### config.mk
export PLATFORM = sky130hd
export DESIGN_NAME = gray_counter_ctrl
export DESIGN_NICKNAME = d
export VERILOG_FILES = /design/src/rtl/gray_counter_ctrl.sv
export SDC_FILE = /design/constraint.sdc
export NUM_CORES = 1
export LEC_CHECK = 0
export ABC_AREA = 1
export CAP_MARGIN = 20
export CORE_ASPECT_RATIO = 1.25
export CORE_MARGIN = 3
export CORE_UTILIZATION = 30
export CTS_BUF_LIST = sky130_fd_sc_hd__clkbuf_4 sky130_fd_sc_hd__clkbuf_8
export CTS_CLUSTER_SIZE = 24
export DETAILED_ROUTE_END_ITERATION = 7
export SLEW_MARGIN = 15
export SYNTH_ARGS = -nofsm -noshare
export SYNTH_HDL_FRONTEND = slang
export SYNTH_SLANG_ARGS = --single-unit
### constraint.sdc
create_clock -name clk -period 2.5 [get_ports clk]
set_clock_uncertainty 0.2 [all_clocks]
set_input_delay 0.25 -clock clk [delete_from_list [all_inputs] [get_ports clk]]
set_output_delay 0.25 -clock clk [all_outputs]
set_load 0.03 [all_outputs]
### src/rtl/gray_counter_ctrl.sv
// Sequencer for an attached W-bit gray counter: clears it, gates its count enable
// for a one-shot length or free-run, decodes gray to binary and polices legal steps.
module gray_counter_ctrl #(
  parameter int W = 4
) (
  input  logic         clk,
  input  logic         rst,
  input  logic         start,
  input  logic         stop,
  input  logic         one_shot,
  input  logic [W-1:0] len,
  input  logic [W-1:0] cnt,
  output logic         ce,
  output logic         cnt_rst_n,
  output logic [W-1:0] bin,
  output logic         busy,
  output logic         done,
  output logic         wrap,
  output logic         err
);

  typedef enum logic [1:0] {
    IDLE,
    CLEAR,
    RUN,
    DONE
  } state_t;

  state_t       state;
  state_t       state_nxt;
  logic [W-1:0] len_q;
  logic [W-1:0] prev_q;
  logic         one_shot_q;
  logic         at_len;
  logic         at_max;
  logic         start_ok;
  logic         moved;
  logic         step_bad;

  // Each binary bit is the XOR of all gray bits at or above it.
  always_comb begin
    for (int i = 0; i < W; i++) begin
      bin[i] = ^(cnt >> i);
    end
  end

  assign at_len    = (bin == len_q);
  assign at_max    = &bin;
  assign start_ok  = (state == IDLE) && start;
  assign moved     = (cnt != prev_q);
  assign cnt_rst_n = ~(rst | (state == CLEAR));

  always_comb begin
    unique case (state)
      RUN:       step_bad = moved && ($countones(cnt ^ prev_q) != 1);
      IDLE, DONE: step_bad = moved;
      default:   step_bad = 1'b0;
    endcase
  end

  // NOTE: every output and next_state gets a default first so no path leaves a
  // variable unassigned, which would otherwise infer a latch.
  always_comb begin
    state_nxt = state;
    ce        = 1'b0;
    done      = 1'b0;
    unique case (state)
      IDLE: begin
        if (start) state_nxt = CLEAR;
      end
      CLEAR: begin
        if (stop)             state_nxt = IDLE;
        else if (cnt == '0)   state_nxt = RUN;
      end
      RUN: begin
        ce = ~stop & ~(one_shot_q & at_len);
        if (stop)                      state_nxt = IDLE;
        else if (one_shot_q && at_len) state_nxt = DONE;
      end
      DONE: begin
        done      = 1'b1;
        state_nxt = IDLE;
      end
      default: state_nxt = IDLE;
    endcase
    // Reset is synchronous, so mask strobes during the reset cycle itself.
    if (rst) begin
      ce   = 1'b0;
      done = 1'b0;
    end
  end

  assign busy = (state != IDLE) && !rst;
  assign wrap = ce & ~one_shot_q & at_max;

  // NOTE: non-blocking assignments for all state so every register samples
  // pre-edge values regardless of statement order.
  always_ff @(posedge clk) begin
    if (rst) begin
      state      <= IDLE;
      len_q      <= '0;
      one_shot_q <= 1'b0;
      prev_q     <= '0;
      err        <= 1'b0;
    end else begin
      state  <= state_nxt;
      prev_q <= cnt;
      if (start_ok) begin
        len_q      <= len;
        one_shot_q <= one_shot;
        err        <= 1'b0;
      end else if (step_bad) begin
        err <= 1'b1;
      end
    end
  end

endmodule

* Word level (Yosys, flattened, before mapping)
Index checks and enable logic that the tools add are counted.
** Storage, ports and cells
- Word-level logic and storage cells :: 54
- Bits in registers :: 12
- Bits of input ports :: 13
- Output and inout bits :: 10
** Cells by class
- Muxes and demuxes :: 11
- Eq/ne operators :: 9
- Bitwise operators :: 10
- Add/sub/neg operators :: 3
- Reductions and logical operators :: 16
** Operators with widths (number)
- $reduce_xor 4->1 :: 4
- $mux 2 :: 5
- $pmux 2 s4 :: 1
- $add 1x1->2 :: 2
- $and 1x1->1 :: 4
- $eq 2x2->1 const B :: 2
- $eq 4x4->1 :: 1
- $logic_and 1x1->1 :: 4
- $logic_not 4->1 :: 1
- $mux 1 :: 4
- $ne 4x4->1 :: 1
- $not 1->1 :: 4
- $reduce_and 4->1 :: 1
- $reduce_or 2->1 :: 2
- $xor 4x4->4 :: 1
- $add 2x2->3 :: 1
- $ne 3x1->1 const B :: 1
- $ne 3x2->1 const B :: 1
- $ne 3x3->1 const B :: 1
- $reduce_and 3->1 :: 1
- $eq 2x1->1 const B :: 1
- $logic_not 2->1 :: 1
- $ne 2x2->1 const B :: 1
- $pmux 1 s2 :: 1
- 3 further kinds :: 3

* Logic depth before layout (Yosys ltp)
Gate-level depths: netlist of run 1.
- Word-level depth :: 9
- Depth in mapped cells :: 12
- Gate-level depth less buffers :: 12

* Worst setup path after synthesis of run 1
OpenSTA, ideal clock, no wires.
- Path kind :: input port to output port
- From :: input port cnt[3]
- To :: output port wrap
- Slack :: 0.070 ns
- Buffers on the path :: 0
- Stages :: 6
- Required time :: 2.050 ns
- Arrival :: 1.980 ns
- Cells stage by stage :: inv_2 ha_1 nand2_1 nand2_1 nand4_1 nor3_1
** Between the ends
- Word-level cells in the longest chain between the ends :: 9
- Elaborated cells between the ends (all ways) :: 13
- Those cells by class :: 1 x eq/ne; 2 x mux; 5 x bitwise; 5 x reduce/logical
** Ends and longest elaborated chain
- start: declaration :: RTL line 12 : input logic [W-1:0] cnt,
- $reduce_xor 4->1 * :: RTL line 43 : bin[i] = ^(cnt >> i);
- net bin[2] :: RTL line 15 : output logic [W-1:0] bin,
- $eq 4x4->1 :: RTL line 47 : assign at_len = (bin == len_q);
- $and 1x1->1 :: RTL line 76 : ce = ~stop & ~(one_shot_q & at_len);
- $not 1->1 :: RTL line 76
- $and 1x1->1 :: RTL line 76
- $mux 1 :: RTL line 67 : unique case (state)
- $mux 1 :: RTL line 87 : if (rst) begin
- $and 1x1->1 :: RTL line 94 : assign wrap = ce & ~one_shot_q & at_max;
- $and 1x1->1 * :: RTL line 94
- end: declaration :: RTL line 18 : output logic wrap,
The timed path passes the listed nets; every way through them passes the cells marked *.

* Worst setup path in the final report of run 1
- From :: input port cnt[2]
- To :: output port wrap
** Between the ends
- Word-level cells in the longest chain between the ends :: 9
- Elaborated cells between the ends (all ways) :: 12
- Those cells by class :: 1 x eq/ne; 2 x mux; 5 x bitwise; 4 x reduce/logical
** Ends and longest elaborated chain (RTL line)
- $reduce_xor 4->1 :: 43
- $eq 4x4->1 :: 47
- $and 1x1->1 :: 76
- $not 1->1 :: 76
- $and 1x1->1 :: 76
- $mux 1 :: 67
- $mux 1 :: 87
- $and 1x1->1 :: 94
- $and 1x1->1 * :: 94
Mark *: on every way between the ends. The rest lies on a longest branch, timed or not.

==> flow_summary.toml, run 1 <==
[finish]
area_delta_synth_final_pct = 46.6
finalCoreUtilization_pct = 48.3
final_layout_size_suffix_gt1_share_pct = 21.1
num_antenna_cells = 0
final_net_count = 177
final-instance-count-excl-fill = 185
design_area_mm2 = 0.00123

[sta]
final_min_period_over_clock_period_pct = 92.0
unrepaired_setup_endpoints_after_global_routing = "no"
setup-tns-final_ps = 0
worst-slew-pin-transition_ps = 308
post-route-min-period_ps = 2300
max-slew-margin-rel_pct = 79.4
count_of_pins_over_their_slew_limit = 0
hold_viol = 0
fin_ws_ps = 200
setup_violations = 0
fmaxAchievable_mhz = 435

[yosys]
synth.area.top_cells = "dfxtp_1 (29%), ha_1 (15%), nand2_1 (8.0%)"
syn_avg_cell_area_um2 = 7.13
syn_inst = 118
synthDominantAreaCellType = "dfxtp_1"
synthesis.nets = 142
synth_top_area_share_pct = 28.6
seq_area_frac_synth_pct = 28.6
ys_ff_latch = 12
synthDistinctLibCells = 25
ys.warnings.count = 0
post_synthesis_instance_area_um2 = 841

[grt]
first_global_vias = 843
overflow = 0
grt_max_degree = 11
globalRouteTotalUtil_pct = 12.7
grt_pass1_wl_mm = 3.29
grt_antenna_before_repair = 0

[routing]
routed_wire_length_per_instance_um = 10.6
route.detailed.vias_per_inst = 4.57
totalWireLength_mm = 1.96
dr.first_iter.drc_count = 15
first_pass_iters = 4
num_vias = 845
drt_drc_violations_left = 0
final_antenna_net_count = 0

[die]
die_width_um = 53.4
io-pin-count = 23
initial_standard_cell_utilization_of_the_core_pct = 32.9
die_height_um = 65.2
rows = 20
die-area_mm2 = 0.00348
core_area_mm2 = 0.00255

[run_status]
run_status = "finished clean"

[place]
place_congestion = 0.857
place_hpwl_mm = 1.56
post-place-ws_ps = -159
dp_cells = 181
io_buffer_count = 22
dpl_cell_area_mm2 = 0.00116

[clocking]
cts.htree.levels = 1
cts_tree = "done"
clk_pin_slew_worst_paths_ps = 80
cell_at_the_root_of_the_clock_tree = "clkbuf_4"
clkSinkCount = 12
cts_buffers = 3
post_cts_hold_buffer_count = 0
clk_latency_ps = 280
clockBufferDepth = 2

[power_and_ir_drop]
power.switching_fraction_pct = 41.2
irDropWorstVdd_v = 0.000327
cellPowerDensity_mw_per_mm2 = 714
power_frac_comb_pct = 51.5
netSwitchingPower_mw = 0.362
power_leakage_nw = 0.595
cell_internal_pwr_mw = 0.518
power_frac_seq_pct = 30.3
clock_power_share_pct = 18.1

[setup_path]
arrival_ps = 1850
critPathKind = "in -> out"
cp_max_fo = 5
setup.worst_path.end_class = "output port"
crit_required_ps = 2050
crit_path_start_kind = "primary input"

[job]
drv.max_cap_violation_count = 0

[min_path]
hp-class = "reg -> reg"
power groups by stage:
| stage | logic [mW] | clock network (mW) | registers, mW |
|---|---|---|---|
| floorplan | 0.285 | 0 | 0.281 |
| global placement | 0.443 | 0 | 0.270 |
| detailed placement | 0.451 | 0 | 0.271 |
| CTS | 0.454 | 0.164 | 0.267 |
| global route | 0.507 | 0.177 | 0.274 |
| finish | 0.453 | 0.159 | 0.267 |
state kept, by name (all words and copies together) (netlist names):
signal and count:
len_q 4, one_shot_q 1, err 1, prev_q 4
state 2
metal layers:
metal  track usage [%]  wire, um
met5                 0         0
met4              7.35        23
met3              2.49       103
met2              22.5      1020
met1              13.2       810
cell type report:
cell class                 count  area [um^2]
sequential                    12          240
clock buffer                   4         36.3
multi-input combinational     81          533
tap                           33         41.3
inverter                      23         86.3
timing repair buffer          32          295
fill                         269         1320
worst paths after layout:
check / startpoint / to / slack, ps / depth (start not counted)
hold / removal: err$_SDFFE_PP0P_ / err$_SDFFE_PP0P_ / 260 / 2
hold reg to reg: err$_SDFFE_PP0P_ / err$_SDFFE_PP0P_ / 260 / 2
setup / recovery: cnt[2] / wrap / 200 / 12
setup reg to reg: prev_q[1]$_SDFF_PP0_ / err$_SDFFE_PP0P_ / 320 / 9
cell usage in the layout (no fill, tap or decap), types with 2 or more instances in the layout:
| cell type | Yosys | final |
|---|---|---|
| a21oi_1 | 9 | 9 |
| buf_4 | 1 | 12 |
| clkbuf_4 | 0 | 3 |
| clkdlybuf4s50_1 | 0 | 16 |
| clkinv_1 | 2 | 2 |
| dfxtp_1 | 12 | 12 |
| dlymetal6s2s_1 | 0 | 2 |
| ha_1 | 10 | 8 |
| ha_4 | 0 | 2 |
| inv_1 | 17 | 17 |
| inv_2 | 4 | 4 |
| nand2_1 | 18 | 18 |
| nand2_2 | 5 | 5 |
| nand3_1 | 4 | 4 |
| nand3_2 | 2 | 2 |
| nor2_1 | 14 | 14 |
| o21ai_0 | 6 | 6 |
| xnor2_1 | 3 | 3 |
what timing repair did:
item / in CTS / in global routing
buffers inserted: 0 / 0
endpoints found under the setup margin: 3 / 3
pin swaps: 0 / 0
resized for setup: 2 / 5
cloned: 0 / 0
worst max-delay path: stages:
cell and delay [ps]:
clkdlybuf4s50_1 490, inv_2 70, ha_4 290, inv_2 50, nand2_1 70, nand3_1 90
nand2_1 70, nor2_1 50, nand3_2 50, nand2_2 60, nor3_2 110, buf_4 180
through the flow:
stage | hold slack, ps | total power [mW]
finish | 261 | 0.880
global route | 296 | 0.958
CTS | 267 | 0.885
detailed placement | 254 | 0.722
global placement | 245 | 0.713
floorplan | 176 | 0.566
kinds of logic after synthesis:
| family | count (synthesis) | share of synthesized area [%] |
|---|---|---|
| simple gates | 47 | 25.9 |
| buf+inv | 25 | 11.6 |
| fa+ha+maj | 11 | 17.3 |
| flops | 12 | 28.6 |
| compound gates | 19 | 12.5 |
| xor+xnor | 4 | 4.17 |
Yosys cell counts:
master,count
a21oi_1,9
a21oi_2,1
a31oi_1,1
buf_4,1
clkbuf_1,1
clkinv_1,2
dfxtp_1,12
fa_1,1
ha_1,10
inv_1,17
inv_2,4
nand2_1,18
nand2_2,5
nand3_1,4
nand3_2,2
nand3b_1,1
nand4_1,1
nor2_1,14
nor3_1,1
nor3b_1,1
o211ai_1,1
o21ai_0,6
o31ai_1,1
xnor2_1,3
xor2_1,1
Note: power is estimated with default switching activity, not from simulation.
==> run 2: changes to the inputs <==
GPL_ROUTABILITY_DRIVEN = 0   (was unset)
clock period = 2.2 ns   (was 2.5 ns; I/O delays follow)
==> run 2 against run 1 <==
Critical path depth fell by 3. Utilization rose by 2.0 points. Critical endpoint is now err$_SDFFE_PP0P_. Sequential share of layout area fell by 0.68 points. Global-route usage rose by 0.29 points. Largest power group unchanged. Die area did not move. Register-to-register slack got worse by 250 ps. Via count rose by 3.0%. Largest cell class unchanged. Highest routed layer unchanged. Final cell count rose by 2.7%.
==> flow_summary.toml, run 2 (synthesized netlist as in run 1, its figures left out) <==
[sta]
worst-slew-pin-transition_ps = 309
hold_viol = 0
setup_violations = 0
worst_hold_slack_ps = 159
post-route-min-period_ps = 2130
fmaxAchievable_mhz = 470
setup-tns-final_ps = 0
final_min_period_over_clock_period_pct = 96.7
max-slew-margin-rel_pct = 79.3
fin_ws_ps = 71.5
unrepaired_setup_endpoints_after_global_routing = "yes"
count_of_pins_over_their_slew_limit = 0

[finish]
final_net_count = 182
area_delta_synth_final_pct = 52.7
reg.largest.list = "len_q (4), prev_q (4), state (2)"
filler_cells_inserted = 279
num_antenna_cells = 0
final_layout_size_suffix_gt1_share_pct = 31.8
mostFrequentLayoutCells = "buf_4 (19), nand2_1 (18), inv_1 (15)"
mostFrequentLayoutCell = "buf_4"

[routing]
amount_of_wire_on_met3_after_detailed_routing_um = 100
final_antenna_net_count = 0
dr.first_iter.drc_count = 7
num_vias = 870
route.detailed.vias_per_inst = 4.58
top_layer = "met4"
m1WireLength_um = 856
totalWireLength_mm = 2.00
drt_drc_violations_left = 0
routed_wire_length_per_instance_um = 10.5
first_pass_iters = 4
wl_met2_mm = 1.02

[grt]
globalRouteTotalUtil_pct = 13.0
grt_antenna_before_repair = 0
grt_max_degree = 11
grt_pass1_wl_mm = 3.35
first_global_vias = 777
overflow = 0

[die]
die-area_mm2 = 0.00348
initial_standard_cell_utilization_of_the_core_pct = 32.9
io-pin-count = 23
rows = 20
die_width_um = 53.4
die_height_um = 65.2
core_area_mm2 = 0.00255

[clocking]
cts_buffers = 3
cts.htree.levels = 1
clockBufferDepth = 2
cell_at_the_root_of_the_clock_tree = "clkbuf_4"
clk_pin_slew_worst_paths_ps = 90
clk_latency_ps = 280
clkSinkCount = 12
cts_tree = "done"

[place]
post-place-ws_ps = -419
io_buffer_count = 22
place_hpwl_mm = 1.59

[power_and_ir_drop]
power_leakage_nw = 0.628
irDropWorstVdd_v = 0.000385
cellPowerDensity_mw_per_mm2 = 789

[setup_path]
critPathKind = "reg -> reg"
setup.worst_path.end_class = "register"
arrival_ps = 2110
crit_path_start_kind = "register"
cp_max_fo = 2
crit_required_ps = 2180

[run_status]
run_status = "finished clean"

[job]
drv.max_cap_violation_count = 0

[min_path]
hp-class = "in -> reg"
run 2: cell count changes in the layout (fill, tap and decap cells not counted), moves of 2 or more:
cell / delta
buf_4: +7
clkdlybuf4s50_1: -5
clkbuf_2: +2
dlygate4sd2_1: +2
inv_1: -2
inv_2: +2
xnor2_1: -2
xnor2_2: +2
run 2: metrics by stage:
step                power (mW)  area (um^2)  util, %  instances
global placement         0.817         1190     46.6        185
CTS                       1.01         1270     49.8        190
global route              1.11         1280     50.3        190
floorplan                0.644          846        -        118
detailed placement       0.825         1190     46.6        185
finish                    1.01         1280     50.3        190
run 2: timing repair:
item,4_1_cts,5_1_grt
resized for setup,10,13
pin swaps,3,6
hold buffers,0,0
buffers inserted,1,0
endpoints found under the setup margin,6,3
run 2: critical path: stages (launching register included):
cell	delay (ps)
dfxtp_2	330
xnor2_2	180
inv_2	60
fa_1	460
ha_2	180
ha_1	280
nor3b_2	160
o21ai_1	70
nand2_1	60
a21oi_1	50
run 2: layout make-up:
class                   count  area (um^2)  area share, %
multi-input cells          81          566           44.1
repair buffers             37          313           24.4
flip-flops and latches     12          241           18.8
inverters                  23         86.3           6.73
well taps                  33         41.3           3.22
clock buffers               4         36.3           2.83
run 2: routing by layer:
metal | global-route usage (%) | up-vias
met1 | 15.2 | 390
met3 | 2.72 | 4
met5 | 0 | -
met4 | 4.79 | 0
li1 | - | 451
met2 | 22.4 | 25
run 2: power by group:
group	switching, mW	total (mW)	internal (mW)
sequential	0.0325	0.303	0.271
clock	0.0795	0.180	0.101
combinational	0.305	0.529	0.224
total	0.417	1.01	0.596
run 2: final timing paths:
kind | startpoint | to | slack (ps) | cells after the start
worst max register to register | prev_q[3]$_SDFF_PP0_ | err$_SDFFE_PP0P_ | 70 | 9
worst min register to register | err$_SDFFE_PP0P_ | err$_SDFFE_PP0P_ | 250 | 2
worst min-delay path | cnt[2] | prev_q[2]$_SDFF_PP0_ | 160 | 4
worst max-delay path | prev_q[3]$_SDFF_PP0_ | err$_SDFFE_PP0P_ | 70 | 9
==> run 3: changes to the inputs <==
CAP_MARGIN = 10   (was 20)
CELL_PAD_IN_SITES_DETAIL_PLACEMENT = 1   (was unset)
CELL_PAD_IN_SITES_GLOBAL_PLACEMENT = 1   (was unset)
PLACE_DENSITY_LB_ADDON = 0.1   (was unset)
==> run 3 against run 2 <==
Utilization increased by 0.88 points. Worst hold slack improved by 84 ps. Non-clock buffer count is the same. Flip-flop and latch count unchanged. Clock-buffer cell count unchanged. Combinational power up 5.7%. Critical path type unchanged. Register-to-register slack worse by 20 ps. Design area grew 1.8%. Global-route usage up 3.0 points. Critical path depth down 1.
==> flow_summary.toml, run 3 (synthesized netlist as in run 1, its figures left out) <==
[run_status]
run_status = "finished clean"

[clocking]
cell_at_the_root_of_the_clock_tree = "clkbuf_4"
clk_pin_slew_worst_paths_ps = 80
cts_tree = "done"
clk_latency_ps = 280
post_cts_hold_buffer_count = 0
cts_buffers = 3
cts.htree.levels = 1
clockBufferDepth = 2
clkSinkCount = 12

[grt]
first_global_vias = 952
grt_max_degree = 11
grt_antenna_before_repair = 0
globalRouteTotalUtil_pct = 15.9
grt_pass1_wl_mm = 4.08
overflow = 0

[finish]
num_antenna_cells = 0
final_net_count = 182
mostFrequentLayoutCells = "buf_4 (19), nand2_1 (18), inv_1 (15)"
reg.largest.list = "len_q (4), prev_q (4), state (2)"
final_layout_size_suffix_gt1_share_pct = 32.5
mostFrequentLayoutCell = "buf_4"
area_delta_synth_final_pct = 55.4

[sta]
setup_violations = 0
unrepaired_setup_endpoints_after_global_routing = "yes"
count_of_pins_over_their_slew_limit = 0
hold_viol = 0
final_min_period_over_clock_period_pct = 97.8
worst_hold_slack_ps = 242
fmaxAchievable_mhz = 465
max-slew-margin-rel_pct = 76.5
post-route-min-period_ps = 2150
worst-slew-pin-transition_ps = 351

[die]
io-pin-count = 23
core_area_mm2 = 0.00255
die_width_um = 53.4
initial_standard_cell_utilization_of_the_core_pct = 32.9
rows = 20
die-area_mm2 = 0.00348
die_height_um = 65.2

[routing]
totalWireLength_mm = 2.36
route.detailed.vias_per_inst = 4.59
final_antenna_net_count = 0
num_vias = 873
dr.first_iter.drc_count = 9
first_pass_iters = 4
drt_drc_violations_left = 0
routed_wire_length_per_instance_um = 12.4

[setup_path]
cp_max_fo = 2
setup.worst_path.end_class = "register"
arrival_ps = 2130
crit_path_start_kind = "register"
flop2flop_setup_slack_ps = 50
crit_required_ps = 2180
critPathKind = "reg -> reg"

[job]
drv.max_cap_violation_count = 0

[power_and_ir_drop]
irDropWorstVdd_v = 0.000350
cellPowerDensity_mw_per_mm2 = 803
fin_total_pwr_mw = 1.05
power_leakage_nw = 0.620

[min_path]
hp-class = "in -> reg"

[place]
io_buffer_count = 22
place_hpwl_mm = 1.89
-- run 3: final cells by class --
type,count,area [um^2]
fillers,340,1250
inverters,23,86.3
multi-input cells,81,582
repair buffers,37,318
well taps,33,41.3
clock buffers,4,36.3
flip-flops and latches,12,243
-- run 3: worst max-delay path: stages (launching register included) --
cell     delay, ps
dfxtp_1        340
xor2_2         190
fa_1           580
ha_2           190
ha_4           190
nor3b_2        150
o21ai_1         80
nand2_1         80
a21oi_2         50
-- run 3: worst paths after layout --
kind                        startpoint                    to  depth (start not counted)
setup / recovery  prev_q[0]$_SDFF_PP0_      err$_SDFFE_PP0P_                          8
hold / removal                  cnt[0]  prev_q[0]$_SDFF_PP0_                          3
setup reg to reg  prev_q[0]$_SDFF_PP0_      err$_SDFFE_PP0P_                          8
hold reg to reg       err$_SDFFE_PP0P_      err$_SDFFE_PP0P_                          2
-- run 3: timing repair --
item                       CTS  global route
resized for setup           17             6
buffers inserted             1             0
setup endpoints to repair    6             3
pin swaps                    3             6
gates cloned                 0             0
-- run 3: through the flow --
| stage | instances | setup WS [ps] | setup TNS (ps) | util (%) | cell area, um^2 |
|---|---|---|---|---|---|
| after global routing | 190 | -22.7 | -53.7 | 51.2 | 1310 |
| final | 190 | 48.3 | 0 | 51.2 | 1310 |
| after CTS | 190 | 6.82 | 0 | 50.5 | 1290 |
| after detailed placement | 185 | -467 | -1560 | 46.6 | 1190 |
| after floorplan | 118 | 63.5 | 0 | - | 846 |
| after global placement | 185 | -387 | -1230 | 46.6 | 1190 |
-- run 3: report_power, final --
group	internal [mW]	switching [mW]
clock network	0.101	0.0820
logic	0.233	0.326
registers	0.271	0.0370
-- run 3: metal layers --
| metal | track usage, % | vias up | share of wire (%) |
|---|---|---|---|
| met1 | 15.5 | 406 | 37 |
| met3 | 2.04 | 4 | 3.5 |
| li1 | - | 449 | - |
| met4 | 6.71 | 0 | 1.3 |
| met2 | 31.6 | 14 | 59 |
| met5 | 0 | - | 0 |
